--- config.mk ---
export PLATFORM = sky130hd
export DESIGN_NAME = ram_arbiter2
export DESIGN_NICKNAME = d
export VERILOG_FILES = /design/src/rtl/ram_arb_pkg.sv /design/src/rtl/rr_pick2.sv /design/src/rtl/ram_arbiter2.sv
export SDC_FILE = /design/constraint.sdc
export NUM_CORES = 1
export LEC_CHECK = 0
export ABC_AREA = 1
export BUFFER_PORTS_ARGS = -buffer_cell sky130_fd_sc_hd__buf_2
export CORE_MARGIN = 1
export CORE_UTILIZATION = 42
export DETAILED_ROUTE_END_ITERATION = 8
export PLACE_DENSITY_LB_ADDON = 0.12
export SETUP_SLACK_MARGIN = 0.1
export SLEW_MARGIN = 30
export SYNTH_ARGS = -nofsm -noshare
export SYNTH_HDL_FRONTEND = slang
export SYNTH_SLANG_ARGS = --single-unit
--- constraint.sdc ---
create_clock -name clk -period 3.5 [get_ports clk]
set_input_delay 0.35 -clock clk [delete_from_list [all_inputs] [get_ports clk]]
set_output_delay 0.35 -clock clk [all_outputs]
set_load 0.02 [all_outputs]
--- src/rtl/ram_arb_pkg.sv ---
// ram_arb_pkg: shared types and constants for the two-requester RAM arbiter.
//   state_e : arbiter FSM state (IDLE, OWN0 = requester 0 owns a burst,
//             OWN1 = requester 1 owns a burst)
//   REQ0/REQ1 : requester identifiers, also the encoding of the prio pointer
package ram_arb_pkg;

  typedef enum logic [1:0] {
    IDLE = 2'd0,
    OWN0 = 2'd1,
    OWN1 = 2'd2
  } state_e;

  localparam logic REQ0 = 1'b0;
  localparam logic REQ1 = 1'b1;

endpackage

--- src/rtl/rr_pick2.sv ---
// rr_pick2: combinational two-way round-robin pick.
//   req0, req1 : pending requests
//   prio       : requester that wins when both request (REQ0/REQ1)
//   gnt        : one-hot grant, bit 0 = requester 0, bit 1 = requester 1;
//                all zero when nothing requests
module rr_pick2
  import ram_arb_pkg::*;
(
  input  logic       req0,
  input  logic       req1,
  input  logic       prio,
  output logic [1:0] gnt
);

  always_comb begin
    gnt = 2'b00;
    if (req0 && req1) begin
      gnt = (prio == REQ1) ? 2'b10 : 2'b01;
    end else if (req0) begin
      gnt = 2'b01;
    end else if (req1) begin
      gnt = 2'b10;
    end
  end

endmodule

--- src/rtl/ram_arbiter2.sv ---
// ram_arbiter2: round-robin arbiter and sequencer in front of a single-port
// RAM, with optional locked bursts of up to max_burst beats.
//
// Handshake: a requester holds reqX (with weX/lockX/addrX/wdataX stable)
// until gntX is seen high in the same cycle; gntX is combinational and means
// the beat is issued to the RAM this cycle. A granted read returns one cycle
// later with rvalidX = 1 and rdataX = ram_q for exactly that cycle.
//
// Ports:
//   clk, rst_n            : clock (rising edge), async active-low reset
//   req*/we*/lock*/addr*/wdata* : per-requester access request
//   gnt0, gnt1            : combinational beat-accepted strobes
//   rvalid0/1, rdata0/1   : registered read-return, rdata is 0 when not valid
//   ram_data/addr/en, ram_q : RAM port (en = 1 writes)
//   dbg_state             : current FSM state for observation
module ram_arbiter2
  import ram_arb_pkg::*;
#(
  parameter int addr_width = 6,
  parameter int data_width = 8,
  parameter int max_burst  = 4
) (
  input  logic                  clk,
  input  logic                  rst_n,
  input  logic                  req0,
  input  logic                  req1,
  input  logic                  we0,
  input  logic                  we1,
  input  logic                  lock0,
  input  logic                  lock1,
  input  logic [addr_width-1:0] addr0,
  input  logic [addr_width-1:0] addr1,
  input  logic [data_width-1:0] wdata0,
  input  logic [data_width-1:0] wdata1,
  output logic                  gnt0,
  output logic                  gnt1,
  output logic                  rvalid0,
  output logic                  rvalid1,
  output logic [data_width-1:0] rdata0,
  output logic [data_width-1:0] rdata1,
  output logic [data_width-1:0] ram_data,
  output logic [addr_width-1:0] ram_addr,
  output logic                  ram_en,
  input  logic [data_width-1:0] ram_q,
  output logic [1:0]            dbg_state
);

  localparam int cnt_w = $clog2(max_burst + 1);
  localparam logic [cnt_w-1:0] cnt_one   = cnt_w'(1);
  localparam logic [cnt_w-1:0] last_beat = cnt_w'(max_burst - 1);
  localparam logic             can_lock  = (max_burst > 1);

  state_e           state, state_nxt;
  logic             prio, prio_nxt;
  logic [cnt_w-1:0] cnt, cnt_nxt;
  logic [1:0]       pick;
  logic [1:0]       gnt_raw;

  rr_pick2 u_pick (
    .req0 (req0),
    .req1 (req1),
    .prio (prio),
    .gnt  (pick)
  );

  always_ff @(posedge clk or negedge rst_n) begin
    if (!rst_n) begin
      state <= IDLE;
      prio  <= REQ0;
      cnt   <= '0;
    end else begin
      state <= state_nxt;
      prio  <= prio_nxt;
      cnt   <= cnt_nxt;
    end
  end

  // cnt holds the number of beats already taken by the owner, so the beat
  // that arrives while cnt == max_burst-1 is the last one of the burst.
  always_comb begin
    gnt_raw   = 2'b00;
    state_nxt = state;
    prio_nxt  = prio;
    cnt_nxt   = cnt;
    unique case (state)
      IDLE: begin
        gnt_raw = pick;
        if (pick[0]) begin
          prio_nxt = REQ1;
          if (lock0 && can_lock) begin
            state_nxt = OWN0;
            cnt_nxt   = cnt_one;
          end
        end else if (pick[1]) begin
          prio_nxt = REQ0;
          if (lock1 && can_lock) begin
            state_nxt = OWN1;
            cnt_nxt   = cnt_one;
          end
        end
      end
      OWN0: begin
        // The other requester is ignored; an unlocked beat may still be
        // granted and closes the burst at this edge.
        gnt_raw = {1'b0, req0};
        if (!lock0 || (req0 && cnt == last_beat)) begin
          state_nxt = IDLE;
          prio_nxt  = REQ1;
          cnt_nxt   = '0;
        end else if (req0) begin
          cnt_nxt = cnt + cnt_one;
        end
      end
      OWN1: begin
        gnt_raw = {req1, 1'b0};
        if (!lock1 || (req1 && cnt == last_beat)) begin
          state_nxt = IDLE;
          prio_nxt  = REQ0;
          cnt_nxt   = '0;
        end else if (req1) begin
          cnt_nxt = cnt + cnt_one;
        end
      end
      default: begin
        state_nxt = IDLE;
        cnt_nxt   = '0;
      end
    endcase
  end

  // Grants are forced low while reset is asserted so no RAM write can slip
  // through during reset.
  assign gnt0 = gnt_raw[0] & rst_n;
  assign gnt1 = gnt_raw[1] & rst_n;

  assign ram_addr = gnt1 ? addr1  : addr0;
  assign ram_data = gnt1 ? wdata1 : wdata0;
  assign ram_en   = (gnt0 & we0) | (gnt1 & we1);

  always_ff @(posedge clk or negedge rst_n) begin
    if (!rst_n) begin
      rvalid0 <= 1'b0;
      rvalid1 <= 1'b0;
    end else begin
      rvalid0 <= gnt0 & ~we0;
      rvalid1 <= gnt1 & ~we1;
    end
  end

  assign rdata0 = rvalid0 ? ram_q : '0;
  assign rdata1 = rvalid1 ? ram_q : '0;

  assign dbg_state = state;

endmodule

Yosys cells after proc, flatten, opt, wreduce, memory -nomap -nowiden
Cells that the tools add are included.
{ "classes": {"add_sub_neg": 1, "mul": 0, "div_mod_pow": 0, "n_lt_le_gt_ge": 0, "n_eq_ne": 10, "shifts": 0, "n_mux": 30, "bitwise_logic": 9, "reduce_logical": 12} }
{ "op_table": {"columns": ["op", "n"], "rows": [
  ["2-to-1 mux 3 bit", 8],
  ["2-to-1 mux 8 bit", 3],
  ["2-to-1 mux 2 bit", 10],
  ["inequality test 3 bit (second input constant)", 5],
  ["one-hot mux 2 bit (3 select lines)", 2],
  ["AND reduction 5 bit", 2],
  ["one-hot mux 3 bit (3 select lines)", 1],
  ["AND 1 bit", 6],
  ["2-to-1 mux 6 bit", 1],
  ["2-to-1 mux 1 bit", 4],
  ["inequality test 2 bit (second input constant)", 2],
  ["AND reduction 4 bit", 1],
  ["adder 3 x 1 -> 3 bit (second input constant)", 1],
  ["== test 3 x 2 -> 1 bit (second input constant)", 1],
  ["logical AND 1 bit", 3],
  ["one-hot mux 1 bit (3 select lines)", 1],
  ["nonzero test 3 bit", 1],
  ["== test 2 x 1 -> 1 bit (second input constant)", 1],
  ["== test 2 bit (second input constant)", 1],
  ["logical NOT 1 bit", 2],
  ["logical NOT 2 bit", 1],
  ["logical OR 1 bit", 2],
  ["NOT 1 bit", 2],
  ["bitwise OR 1 bit", 1]
]} }
{ "word_totals": {"ff_bits": 8, "latch_bits": 0, "mem_bits_rw": 0, "mem_bits_ro": 0, "input_bits": 44, "out_inout_bits": 37, "word_cells": 67, "memories": 0} }

Depth between registers and ports, before layout
Gate-level depths: netlist of the first run.
{ "depth": {"ltp_word": 7, "depth_mapped": 10, "ltp_nobuf": 10} }

Modules after synthesis
Synthesis of the first run repeated with hierarchy kept, for this count alone.
{ "unflattened": {"hier_cells": 174, "hier_area_um2": 948.4} }
{ "by_module_without_submodules": {"columns": ["module", "instances", "cells_per_inst", "area_per_inst_um2", "seq_area_each_um2"], "rows": [
  ["ram_arbiter2", 1, 169, 927.1, 200.2],
  ["rr_pick2", 1, 5, 21.3, 0.0]
]} }

Worst setup path before layout of the first run
Ideal clock, no wire load.
{ "synth_path": {"path_type": "reg2out", "startpoint": "register state[0], in the netlist dbg_state[0]", "endpoint": "output port ram_en", "arrival_time_ps": 1615, "t_required_ps": 3150, "setup_slack_ps": 1535, "path_stages_with_launch": 9, "n_path_buf": 0, "path_cell_list": "dfrtp_1 -> inv_1 -> ha_1 -> nand3_1 -> nand2_1 -> nand2_1 -> nor2_1 -> nand2_1 -> nand2_1"} }
{ "synth_between": {"elab_chain_cells": 5, "elab_cells_between_ends": 9, "cone_classes": "eq/ne: 2; mux: 1; bitwise: 5; reduce/logical: 1"} }
{ "synth_rtl": {"columns": ["element", "line_no", "text"], "rows": [
  ["start, declared", "ram_arbiter2.sv:53", "state_e state, state_nxt;"],
  ["start signal, assigned", "ram_arbiter2.sv:72", "state <= state_nxt;"],
  ["== test 2 bit (tied with other cells)", "ram_arbiter2.sv:85", "unique case (state)"],
  ["one-hot mux 2 bit (3 select lines) *", "ram_arbiter2.sv:85", null],
  ["AND 1 bit *", "ram_arbiter2.sv:133", "assign gnt0 = gnt_raw[0] & rst_n;"],
  ["named net gnt0", "ram_arbiter2.sv:35", "output logic gnt0,"],
  ["AND 1 bit *", "ram_arbiter2.sv:138", "assign ram_en = (gnt0 & we0) | (gnt1 & we1);"],
  ["bitwise OR 1 bit *", "ram_arbiter2.sv:138", null],
  ["end, declared", "ram_arbiter2.sv:43", "output logic ram_en,"]
]} }
Mark *: on every way through the listed nets, which the timed path passes. The rest lies on a longest branch.

Worst setup path in the final report of the first run
{ "layout_path": {"startpoint": "input port rst_n", "endpoint": "output port ram_data[3]"} }
{ "layout_between": {"elab_chain_cells": 2} }
{ "layout_rtl": {"columns": ["element", "line_no", "text"], "rows": [
  ["start, declared", "ram_arbiter2.sv:24", "input logic rst_n,"],
  ["AND 1 bit", "ram_arbiter2.sv:134", "assign gnt1 = gnt_raw[1] & rst_n;"],
  ["2-to-1 mux 8 bit", "ram_arbiter2.sv:137", "assign ram_data = gnt1 ? wdata1 : wdata0;"],
  ["end, declared", "ram_arbiter2.sv:41", "output logic [data_width-1:0] ram_data,"]
]} }
No other way between the ends.

==> reports/metrics.yaml, run 1 <==
outcome: "completed"
multi_input_area_um2: 614.3
seq_area_um2: 200.2
grt_max_degree: 17
synth-compound-area-share_pct: 2.685
finalClockSkew_ps: 3.197
cts_max_level: 1
fin_setup_tns_ps: 0
gr-total-overflow: 0
critPathMaxFanout: 16
syn_inst: 176
ys_ff_latch: 8
peakVddDrop_mv: 0.3364
grt_setup_unrepaired: "false"
critPathTopFamily: "buffers and inverters"
syn2layout_area_growth_pct: 43.09
fmax_ghz: 0.4296
antenna_found_initial: 0
min_period_ps: 2328
tightest_slew_ps: 253.2
combinationalPowerShare_pct: 68.5
rrSetupSlack_ps: 1960
nNetsFinal: 307
vias: 1250
wl_mm: 2.685
cp_slowest_cell: "dlygate4sd3_1"
rr_worst_depth: 10
vias_per_cell: 4.417
dp_hpwl_mm: 2.240
cp.arrival_ps: 1980
start_util_pct: 44.23
placementRows: 17
synth_adder_area_share_pct: 7.673
critPathLaunch: "rst_n"
drv_slew: 0
cp.required_ps: 3150
die_w_um: 50.27
path_buf_inv: 5
syn_area_per_cell_um2: 5.559
fin_area_um2: 1400
io_buffers: 80
layout-drive-gt1-share_pct: 36.86
regToRegEndpoint: "dbg_state[1]"
wl_per_cell_um: 9.488
tritoncts: "yes"
yosysUniqueCellTypes: 22
switchingPower_w: 0.0003766
clock_tree.root_cell: "clkbuf_4"
endpoint: "ram_data[3]"
synth_top_cell_by_area: "nand2_1"
cp-start-kind: "primary input"
clock_latency_ps: 260
cts.path.max_buffers: 2
intPower_w: 0.0003327
clk_pin_slew_ps: 50
synthSimpleGateAreaFrac_pct: 52.43
grt_pass1_vias: 1031
finalCritPeriodShare_pct: 66.50
grtUsageTotal_pct: 22.48
relSlewSlack_pct: 83.12
floorplan.core_area_um2: 2212
syn-num-nets: 226
critPathKind: "primary input to primary output"
hold_ws_ps: 261.1
netlist_area_um2: 978.4
cpPeakStageDelay_ps: 520
pwr-share-seq_pct: 21.4
clkPwrFrac_pct: 10.1
cellLeakagePower_nw: 1.055
yosysTopAreaCellShare_pct: 36.45
cp_num_cells: 9
pin_count: 81
p_per_area_nw_per_um2: 506.6
fillerInstances: 238
synthXorXnorAreaFrac_pct: 0
hold_violations: 0
cts_sinks: 8
antenna_left: 0
dpl_cell_area_um2: 1368
postCtsSetupRepairBufs: 0
drv_cap: 0
dieArea_um2: 2527
firstDrtPassIters: 4
cts_buffers: 3
yosysWarnings: 0
seq_area_frac_synth_pct: 20.46
synth_area_leaders: "nand2_1 36%, dfrtp_1 20%, inv_1 10%"
end_kind: "primary output"
antenna_cells: 0
grt_pass1_wl_mm: 4.388
setup_viol: 0
rr_startpoint: "dbg_state[0]"
drc: 0
crit_chain: "dlygate4sd3_1, buf_2, inv_1, nor3_4, nand2_4, inv_6, nand2_1, nand2_1, buf_2"
die_y_um: 50.27
swShare_pct: 53.09
place_congestion: 0.8673
synthMuxAreaShare_pct: 0
synth_top_family_by_area: "simple AND/OR/NAND/NOR gates"
drt_iter0_drc: 10
min_path_type: "primary input to flop"
==> cells by family (layout without fill, tap and decap cells) <==
logic type               after synthesis  count (layout)
AO/OA/AOI/OAI                          4               4
flip-flops                             8               8
AND/OR/NAND/NOR                      123             123
buffers and inverters                 35             114
adder cells (fa/ha/maj)                6               6
==> layout make-up <==
class	count	share of cell area (%)
clock buffer	3	1.609
inverter	30	8.400
multi-input combinational	133	43.88
sequential	8	14.30
tap	28	2.502
timing repair buffer	81	29.31
==> cells in the mapped netlist, drive strengths merged <==
cell	instances
nand3	7
buf	3
dfrtp	8
o21bai	1
clkbuf	2
a21oi	1
nand4	1
nand3b	1
nor2	12
ha	6
o21ai	2
nand2	100
inv	30
nor3	2
==> flip-flops by register name, indices dropped and copies added, names as in the netlist <==
name / count
rvalid1: 1
cnt: 3
rvalid0: 1
dbg_state: 2
prio: 1
==> worst min-delay path by stage <==
stage | startpoint | to | cells after the start
after floorplan | rst_n | cnt[0] | 0
after global placement | rst_n | cnt[2] | 1
after detailed placement | rst_n | cnt[1] | 1
after CTS | we0 | rvalid0 | 2
after global routing | we1 | rvalid1 | 2
final | we1 | rvalid1 | 2
==> power by group through the flow <==
stage	registers [W]	clock network, W	logic, W
after floorplan	0.000158	0	0.000348
after global placement	0.000152	0	0.000480
after detailed placement	0.000154	0	0.000486
after CTS	0.000153	0.0000750	0.000488
after global routing	0.000157	0.0000777	0.000550
final	0.000152	0.0000713	0.000486
==> cell usage in the layout (no fill, tap or decap), drive strengths merged <==
| cell type | netlist | layout |
|---|---|---|
| a21oi | 1 | 1 |
| buf | 3 | 80 |
| clkbuf | 2 | 3 |
| dfrtp | 8 | 8 |
| dlygate4sd3 | 0 | 1 |
| ha | 6 | 6 |
| inv | 30 | 30 |
| nand2 | 100 | 100 |
| nand3 | 7 | 7 |
| nand3b | 1 | 1 |
| nand4 | 1 | 1 |
| nor2 | 12 | 12 |
| nor3 | 2 | 2 |
| o21ai | 2 | 2 |
| o21bai | 1 | 1 |
==> through the flow <==
step	utilization (%)	worst slack (ps)	total power [W]	instances
global route	63.29	980.4	0.0007842	283
CTS	63.29	1156	0.0007159	283
finish	63.29	1172	0.0007093	283
detailed placement	61.82	1532	0.0006408	279
global placement	61.82	1572	0.0006325	279
floorplan	-	1535	0.0005062	176
==> worst reg2reg max path, stage by stage, from the launching register on <==
cell and delay [ps]:
dfrtp_1 410, inv_1 80, ha_1 220, nand2_1 80, inv_1 40, nand2_1 50
nand2_1 140, nor2_1 210, nand2_1 90, nand2_1 60, nand2_1 50
==> per-layer routing <==
layer	GRT usage (%)	wire length [um]
met3	7.273	246
met1	26.02	1117
met2	38.89	1301
met5	0	0
met4	6.667	19
==> timing repair <==
item | 4_1_cts | 5_1_grt
resized for setup | 0 | 0
endpoints found under the hold margin | 8 | 0
hold buffers | 1 | 0
No activity file was read; power rests on OpenSTA's default activity.
==> inputs of run 2 (changes only) <==
--- a/config.mk
+++ b/config.mk
@@ -5,10 +5,10 @@
 export SDC_FILE = /design/constraint.sdc
 export NUM_CORES = 1
 export LEC_CHECK = 0
-export ABC_AREA = 1
+export ABC_AREA = 0
 export BUFFER_PORTS_ARGS = -buffer_cell sky130_fd_sc_hd__buf_2
 export CORE_MARGIN = 1
-export CORE_UTILIZATION = 42
+export CORE_UTILIZATION = 33
 export DETAILED_ROUTE_END_ITERATION = 8
 export PLACE_DENSITY_LB_ADDON = 0.12
 export SETUP_SLACK_MARGIN = 0.1
==> constraint.sdc (replaced) <==
create_clock -name clk -period 2.1 [get_ports clk]
set_input_delay 0.21 -clock clk [delete_from_list [all_inputs] [get_ports clk]]
set_output_delay 0.21 -clock clk [all_outputs]
set_load 0.02 [all_outputs]
==> reports/metrics.yaml, run 2 <==
outcome: "complete, but fails checks"
violations: "negative setup slack"
cts_max_level: 1
netlist_area_um2: 848.3
crit_chain: "ha_4, nand2b_4, nor3b_4, buf_6, clkbuf_16, mux2_4, buf_6"
yosysTopAreaCellShare_pct: 23.60
synth-compound-area-share_pct: 16.81
pin_count: 81
syn-num-nets: 142
io_buffers: 80
hold_violations: 0
die_w_um: 52.70
yosysMostFrequentCell: "and2_1"
cts.path.max_buffers: 2
rrSetupSlack_ps: 210
antenna_cells: 0
placementRows: 18
clock_tree.root_cell: "clkbuf_4"
ys_ff_latch: 8
vias: 1082
fin_setup_tns_ps: -1048
firstDrtPassIters: 6
drv_cap: 0
cp_common_cell: "buf_6"
syn_inst: 92
place_congestion: 0.8880
cellLeakagePower_nw: 0.8918
critPathTopFamily: "flip-flops"
syn2layout_area_growth_pct: 97.20
grt_setup_unrepaired: "true"
grtUsageTotal_pct: 17.77
setup_viol: 14
drv_slew: 0
wl_mm: 2.731
synth_edf_count: 0
clk_pin_slew_ps: 60
power_w: 0.001568
min_period_ps: 2194
gr-total-overflow: 0
min_path_type: "primary input to flop"
vias_per_cell: 4.963
grt_max_degree: 10
finalClockSkew_ps: 0.4897
synth_ff_type: "dfrtp_1"
wl_per_cell_um: 12.53
synthXorXnorAreaFrac_pct: 0
cts_buffers: 3
antenna_found_initial: 0
fmax_ghz: 0.4558
hold_ws_ps: 117.2
critPathMaxFanout: 4
worst_slack_ps: -94.12
clock_latency_ps: 260
cp.arrival_ps: 1980
cp-start-kind: "flop"
synthMuxAreaShare_pct: 22.42
synth.cells.most_frequent: "18 x and2_1, 9 x a21oi_1, 8 x dfrtp_1, 8 x mux2_1, 8 x mux2_2"
peakVddDrop_mv: 0.7322
layout-drive-gt1-share_pct: 67.55
finalCritPeriodShare_pct: 104.5
layout_commonest_cell: "buf_2"
grt_pass1_wl_mm: 3.505
grt_pass1_vias: 855
antenna_left: 0
relSlewSlack_pct: 70.30
cp_slowest_cell: "dfrtp_2"
die_y_um: 52.70
yosysWarnings: 0
dieArea_um2: 2777
end_kind: "primary output"
final_cell_mix: "65 x buf_2, 18 x and2_1, 16 x buf_6"
tritoncts: "yes"
p_per_area_nw_per_um2: 937.3
async_flop_share_pct: 100.0
path_buf_inv: 3
largest-register: "cnt"
synth_top_family_by_area: "simple AND/OR/NAND/NOR gates"
cts_sinks: 8
syn_area_per_cell_um2: 9.221
cp.required_ps: 1890
dp_hpwl_mm: 1.940
synth_area_leaders: "dfrtp_1 24%, and2_1 13%, mux2_1 11%"
seq_area_frac_synth_pct: 23.60
final_cells: 218
largest_reg_flops: 3
tightest_slew_ps: 445.6
synthSimpleGateAreaFrac_pct: 24.78
nNetsFinal: 240
drc: 0
drt_iter0_drc: 11
synth_top_cell_by_area: "dfrtp_1"
start_util_pct: 34.56
yosysUniqueCellTypes: 28
dp_cells: 204
cpPeakStageDelay_ps: 460
critPathKind: "flop to primary output"
synth_adder_area_share_pct: 8.850
floorplan.core_area_um2: 2455
-- run 2: changes by cell type in the layout (fill, tap and decap cells not counted), moves of 14 or more --
cell | previous run | this run
buf_6 | 0 | 16
inv_1 | 27 | 3
nand2_1 | 95 | 6
mux2_4 | 0 | 14
and2_1 | 0 | 18
buf_2 | 80 | 65
-- run 2: worst register-to-register path: stages (launching register included) --
cell	delay, ps
dfrtp_2	440
inv_4	60
buf_4	140
ha_1	230
nand2_1	70
o22ai_1	80
a211oi_2	380
mux2_2	380
-- run 2: cell type report --
cell class	instances	area, um2
clock buffers	3	22.52
fillers	196	782.0
inverters	5	23.77
multi-input cells	78	730.7
flip-flops and latches	8	202.7
well taps	30	37.54
repair buffers	94	655.6
-- run 2: repair_timing --
action                                 4_1_cts  5_1_grt
resized for setup                           22       27
hold buffers                                 1        0
gates cloned                                 1        1
setup buffers                                7        1
setup endpoints to repair                   15       16
endpoints found under the hold margin        8        0
pin swaps                                    3        2
-- run 2: path summary, 6_finish.rpt --
check / start / to / cells after the start
worst max-delay path: dbg_state[1] / ram_data[4] / 7
worst min-delay path: we1 / rvalid1 / 2
worst max register to register: dbg_state[1] / cnt[1] / 7
worst min register to register: cnt[2] / cnt[2] / 1
max in group asynchronous: rst_n / dbg_state[0] / 3
min in group asynchronous: rst_n / dbg_state[1] / 3
-- run 2: cell families after synthesis --
kind of cell,after synthesis
and+or+nand+nor,35
AOI/OAI and AO/OA,20
muxes,17
DFF,8
buffers and inverters,6
adders and majority gates,6
-- run 2: metrics by stage --
step	util (%)	worst slack, ps	cell area, um2
2_1_floorplan	-	106.5	892.1
3_3_place_gp	55.15	180.3	1354
3_5_place_dp	55.15	151.7	1354
4_1_cts	63.15	-56.47	1550
5_1_grt	68.14	-149.7	1673
6_report	68.14	-94.12	1673
-- run 2: power breakdown --
group	total (W)	internal [W]	switching, W
Sequential	0.000276	0.000212	0.0000641
Combinational	0.00117	0.000620	0.000549
Clock	0.000122	0.0000657	0.0000567
-- run 2: metal layers --
metal | global-route usage [%] | share of wire, %
met5 | 0 | 0
met3 | 6.087 | 5.9
met2 | 36.29 | 57
met1 | 15.94 | 37
met4 | 4.825 | 0.37
